--- src/rtl/serial_sub_pkg.sv ---
// Shared types and helpers for the serial subtractor.
package serial_sub_pkg;

  typedef enum logic [1:0] {
    ST_IDLE = 2'd0,
    ST_RUN  = 2'd1,
    ST_DONE = 2'd2
  } state_t;

  // Step counter must hold STEPS-1; a single-step build still needs one bit.
  function automatic int cnt_width(input int steps);
    return (steps <= 1) ? 1 : $clog2(steps);
  endfunction

endpackage

--- src/rtl/serial_sub_full_sub_cell.sv ---
// Combinational 1-bit full-subtractor cell: d = x - y - bi, bo = borrow out.
module full_sub_cell (
  input  logic x,
  input  logic y,
  input  logic bi,
  output logic d,
  output logic bo
);

  assign d  = x ^ y ^ bi;
  assign bo = (~x & y) | (~(x ^ y) & bi);

endmodule

--- src/rtl/serial_sub.sv ---
// Multi-cycle WIDTH-bit subtractor (dif = a - b - b_in), SLICE bits per clock, LSB first.
// Optional signed-overflow output enabled by defining SERIAL_SUB_OVF_EN.
module serial_sub
  import serial_sub_pkg::*;
#(
  parameter int WIDTH = 8,
  parameter int SLICE = 1
) (
  input  logic             clk,
  input  logic             rst_n,
  input  logic             start,
  input  logic [WIDTH-1:0] a,
  input  logic [WIDTH-1:0] b,
  input  logic             b_in,
  output logic             busy,
  output logic             done,
  output logic [WIDTH-1:0] dif,
`ifdef SERIAL_SUB_OVF_EN
  output logic             ovf,
`endif
  output logic             bor
);

  localparam int STEPS = WIDTH / SLICE;
  localparam int CW    = cnt_width(STEPS);
  localparam logic [CW-1:0] LAST = CW'(STEPS - 1);

  state_t           state;
  logic [WIDTH-1:0] a_sh;
  logic [WIDTH-1:0] b_sh;
  logic             brw;
  logic [CW-1:0]    cnt;

  logic [SLICE:0]   chain;
  logic [SLICE-1:0] slice_d;
  logic [WIDTH-1:0] res_next;

`ifdef SERIAL_SUB_OVF_EN
  logic a_msb;
  logic b_msb;
`endif

  assign chain[0] = brw;

  for (genvar i = 0; i < SLICE; i++) begin : g_cell
    full_sub_cell u_cell (
      .x (a_sh[i]),
      .y (b_sh[i]),
      .bi(chain[i]),
      .d (slice_d[i]),
      .bo(chain[i+1])
    );
  end

  // The minuend register doubles as the result register: consumed low bits are
  // refilled from the top with result bits, so after STEPS shifts it holds dif.
  if (SLICE == WIDTH) begin : g_full
    assign res_next = slice_d;
  end else begin : g_part
    assign res_next = {slice_d, a_sh[WIDTH-1:SLICE]};
  end

  always_ff @(posedge clk or negedge rst_n) begin
    if (!rst_n) begin
      state <= ST_IDLE;
      a_sh  <= '0;
      b_sh  <= '0;
      brw   <= 1'b0;
      cnt   <= '0;
      busy  <= 1'b0;
      done  <= 1'b0;
      dif   <= '0;
      bor   <= 1'b0;
`ifdef SERIAL_SUB_OVF_EN
      a_msb <= 1'b0;
      b_msb <= 1'b0;
      ovf   <= 1'b0;
`endif
    end else begin
      case (state)
        ST_IDLE: begin
          if (start) begin
            a_sh  <= a;
            b_sh  <= b;
            brw   <= b_in;
            cnt   <= '0;
            busy  <= 1'b1;
            state <= ST_RUN;
`ifdef SERIAL_SUB_OVF_EN
            a_msb <= a[WIDTH-1];
            b_msb <= b[WIDTH-1];
`endif
          end
        end
        ST_RUN: begin
          a_sh <= res_next;
          b_sh <= b_sh >> SLICE;
          brw  <= chain[SLICE];
          cnt  <= cnt + CW'(1);
          if (cnt == LAST) begin
            state <= ST_DONE;
            done  <= 1'b1;
            dif   <= res_next;
            bor   <= chain[SLICE];
`ifdef SERIAL_SUB_OVF_EN
            ovf   <= (a_msb != b_msb) && (res_next[WIDTH-1] != a_msb);
`endif
          end
        end
        ST_DONE: begin
          state <= ST_IDLE;
          busy  <= 1'b0;
          done  <= 1'b0;
        end
        default: begin
          state <= ST_IDLE;
          busy  <= 1'b0;
          done  <= 1'b0;
        end
      endcase
    end
  end

endmodule

--- config.mk ---
export PLATFORM = sky130hd
export DESIGN_NAME = serial_sub
export DESIGN_NICKNAME = d
export VERILOG_FILES = /design/src/rtl/serial_sub_pkg.sv /design/src/rtl/serial_sub_full_sub_cell.sv /design/src/rtl/serial_sub.sv
export SDC_FILE = /design/constraint.sdc
export NUM_CORES = 1
export LEC_CHECK = 0
export BUFFER_PORTS_ARGS = -buffer_cell sky130_fd_sc_hd__buf_2
export CAP_MARGIN = 15
export CELL_PAD_IN_SITES_DETAIL_PLACEMENT = 0
export CELL_PAD_IN_SITES_GLOBAL_PLACEMENT = 1
export CORE_UTILIZATION = 45
export DETAILED_ROUTE_END_ITERATION = 6
export GPL_ROUTABILITY_DRIVEN = 0
export GPL_TIMING_DRIVEN = 0
export HOLD_SLACK_MARGIN = 0.02
export PLACE_DENSITY_LB_ADDON = 0.1
export REMOVE_ABC_BUFFERS = 1
export SYNTH_ARGS = -nofsm -noshare
export SYNTH_HDL_FRONTEND = slang
export SYNTH_SLANG_ARGS = --single-unit
--- constraint.sdc ---
create_clock -name clk -period 2.8 [get_ports clk]
set_clock_uncertainty 0.15 [all_clocks]
set_input_delay 0.56 -clock clk [delete_from_list [all_inputs] [get_ports clk]]
set_output_delay 0.56 -clock clk [all_outputs]
set_load 0.005 [all_outputs]
==> results.json <==
{
  "synth_fa_ha_area_share_pct": 2.95,
  "hold_class": "in -> async",
  "cellPowerDensity_nw_per_um2": 1080,
  "finalHoldViolations": 0,
  "synth_top_area_share_pct": 54.1,
  "synthTopCellsByArea": "dfrtp_1 (54%), o22ai_1 (12%), mux2_4 (6.9%)",
  "viasPerCell": 5.54,
  "synth_most_common_cell": "dfrtp_1",
  "first_iter_violations": 36,
  "multi_input_area_sq_um": 586,
  "cp-end-kind": "flop",
  "initial_core_util_pct": 48.8,
  "yosys.area.top_type": "dfrtp_1",
  "fin_nets": 179,
  "ys_ff_latch": 33,
  "final_layout_size_suffix_gt1_share_pct": 31.2,
  "ir_drop_uv": 561,
  "fmax_ghz": 0.543,
  "grt_pass1_vias": 1120,
  "slowest_stage": "dfrtp_1",
  "dr.pass1.iters": 4,
  "drcViolationCount": 0,
  "grt_pass1_wl_um": 5200,
  "timing.hold.ws_ps": 110,
  "slew_headroom_pct": 51.9,
  "seq_area_sq_um": 826,
  "worstPathArrival_ps": 1970,
  "cp_max_fo": 18,
  "postCtsHoldBufs": 0,
  "die_h_um": 60.3,
  "die_w_um": 60.3,
  "critPathRequiredTime_ps": 2930,
  "setup-tns-final_ps": 0,
  "fp-row-count": 20,
  "synthXorXnorAreaFrac_pct": 0,
  "ys_top_cells_by_count": "dfrtp_1 (33), o22ai_1 (30), a21oi_1 (18)",
  "leakage_nw": 0.787,
  "cts_tree": "built",
  "synthSimpleGateAreaFrac_pct": 5.16,
  "design.die.area_sq_um": 3630,
  "synthArstFlopShare_pct": 100,
  "r2r_end": "cnt[2]",
  "path_cells": "clkinv_1 > nor2_1 > a22o_1",
  "wl_um": 3120,
  "synth_edf_count": 0,
  "cap_violations": 0,
  "io_pins": 31,
  "setup_violations": 0,
  "clk_pin_slew_ps": 110,
  "finalCriticalPeriod_ps": 1840,
  "crit_start": "state[0]",
  "ant_nets": 0,
  "yosysUniqueCellTypes": 25,
  "synthToLayoutAreaGrowth_pct": 10.6,
  "clock_sinks": 33,
  "power_mw": 1.83,
  "worstMarginPinSlew_ps": 721,
  "status": "finished clean",
  "antenna_found_initial": 0,
  "clk_latency_ps": 340,
  "cts.htree.levels": 2,
  "r2r-start": "state[0]",
  "overflow": 0,
  "grt_use_total_pct": 20.6,
  "rsz0062_at_grt": "no",
  "cts_buffer_depth": 2,
  "antenna_cells": 0,
  "crit_type": "reg -> reg",
  "rr_worst_depth": 3,
  "n_fill_cell": 296,
  "syn_inst": 130,
  "rrSetupSlack_ps": 960,
  "synth_top_family_by_area": "compound AO/OA/AOI/OAI gates",
  "period_share_pct": 65.7,
  "synth_compound_area_share_pct": 22.6,
  "dp_hpwl_um": 2010,
  "startpoint_type": "flop",
  "final_max_slew_viol_count": 0,
  "syn_area_per_cell_sq_um": 11.8,
  "wl_per_cell_um": 15.5,
  "cts.repair.resized": 0,
  "synthFlopType": "dfrtp_1",
  "netlist_area_sq_um": 1530,
  "synth.mux.area_fraction_pct": 7.62,
  "cpPeakStageDelay_ps": 550,
  "port_buffers": 30,
  "yosysSeqAreaShare_pct": 54.1,
  "cts_root_buf": "clkbuf_4",
  "cts_inserted_buffers": 5,
  "yosysWarnings": 0,
  "cp-endpoint": "cnt[2]",
  "cts_setup_buffers": 0,
  "core_region_area_sq_um": 3130,
  "grt_max_degree": 34,
  "num_vias": 1114
}
-- worst max-delay path, delay by kind of cell (launching register included) --
family	cells	cell delay, ps
AO/OA/AOI/OAI	1	200
AND/OR/NAND/NOR	1	360
buffers and inverters	1	530
flip-flops	1	550
-- layout make-up --
class                           instances  area share, %
Clock inverter                          2          0.592
Tap cell                               44           3.26
Clock buffer                            6           2.44
Sequential cell                        33           48.9
Inverter                                6           1.33
Multi-Input combinational cell         80           34.6
Timing Repair Buffer                   30           8.88
-- layout by cell type (no fill, tap or decap), drive strengths merged --
master | Yosys | routed
a21oi | 18 | 18
a221oi | 1 | 1
a22o | 2 | 2
buf | 11 | 30
clkbuf | 0 | 6
clkinv | 1 | 3
dfrtp | 33 | 33
fa | 1 | 1
ha | 2 | 2
inv | 5 | 5
mux2 | 8 | 8
nand2 | 2 | 2
nand2b | 2 | 2
nand3b | 1 | 1
nor2 | 5 | 5
nor2b | 1 | 1
o21ai | 4 | 4
o22ai | 30 | 30
o31ai | 1 | 1
o32ai | 1 | 1
or2 | 1 | 1
-- per-layer routing --
layer | vias up | GRT usage [%] | part of all wire, %
met5 | - | 0 | 0
li1 | 538 | - | -
met3 | 7 | 4.55 | 4.6
met1 | 541 | 24.7 | 45
met4 | 0 | 11.0 | 1.6
met2 | 28 | 34.2 | 48
-- metrics by stage --
step / area [sq um] / util, % / std cells / worst slack [ps]
global placement: 1640 / 52.4 / 193 / 983
global route: 1690 / 54.0 / 201 / 819
detailed placement: 1640 / 52.4 / 193 / 941
finish: 1690 / 54.0 / 201 / 960
CTS: 1690 / 54.0 / 201 / 926
floorplan: 1430 / - / 119 / 1230
-- cell families (layout without fill, tap and decap cells) --
logic type,count (synthesis),in the layout
AOI/OAI and AO/OA,57,57
adders and majority gates,3,3
buffers and inverters,17,44
DFF,33,33
muxes,8,8
and+or+nand+nor,12,12
-- flip-flops by register name, summed over array words and instances (netlist names) --
register and count:
brw 1, state 2, dif 8, b_sh 8, a_sh 8, cnt 3
bor 1, busy 1, done 1
-- report_power, final --
| part | switching [mW] | internal, mW |
|---|---|---|
| registers | 0.178 | 0.701 |
| logic | 0.331 | 0.357 |
| clock network | 0.165 | 0.0956 |
| total | 0.675 | 1.15 |
-- how the worst min path moves through the flow --
stage               slack (ps)   from      end  cells after the start
floorplan                  110  rst_n  a_sh[0]                      0
global placement           310    bor      bor                      2
detailed placement         330    bor      bor                      2
CTS                        130  rst_n   dif[5]                      1
global route               140  rst_n   dif[5]                      1
finish                     110  rst_n   dif[5]                      1
Power figures use the tool's default switching activity.
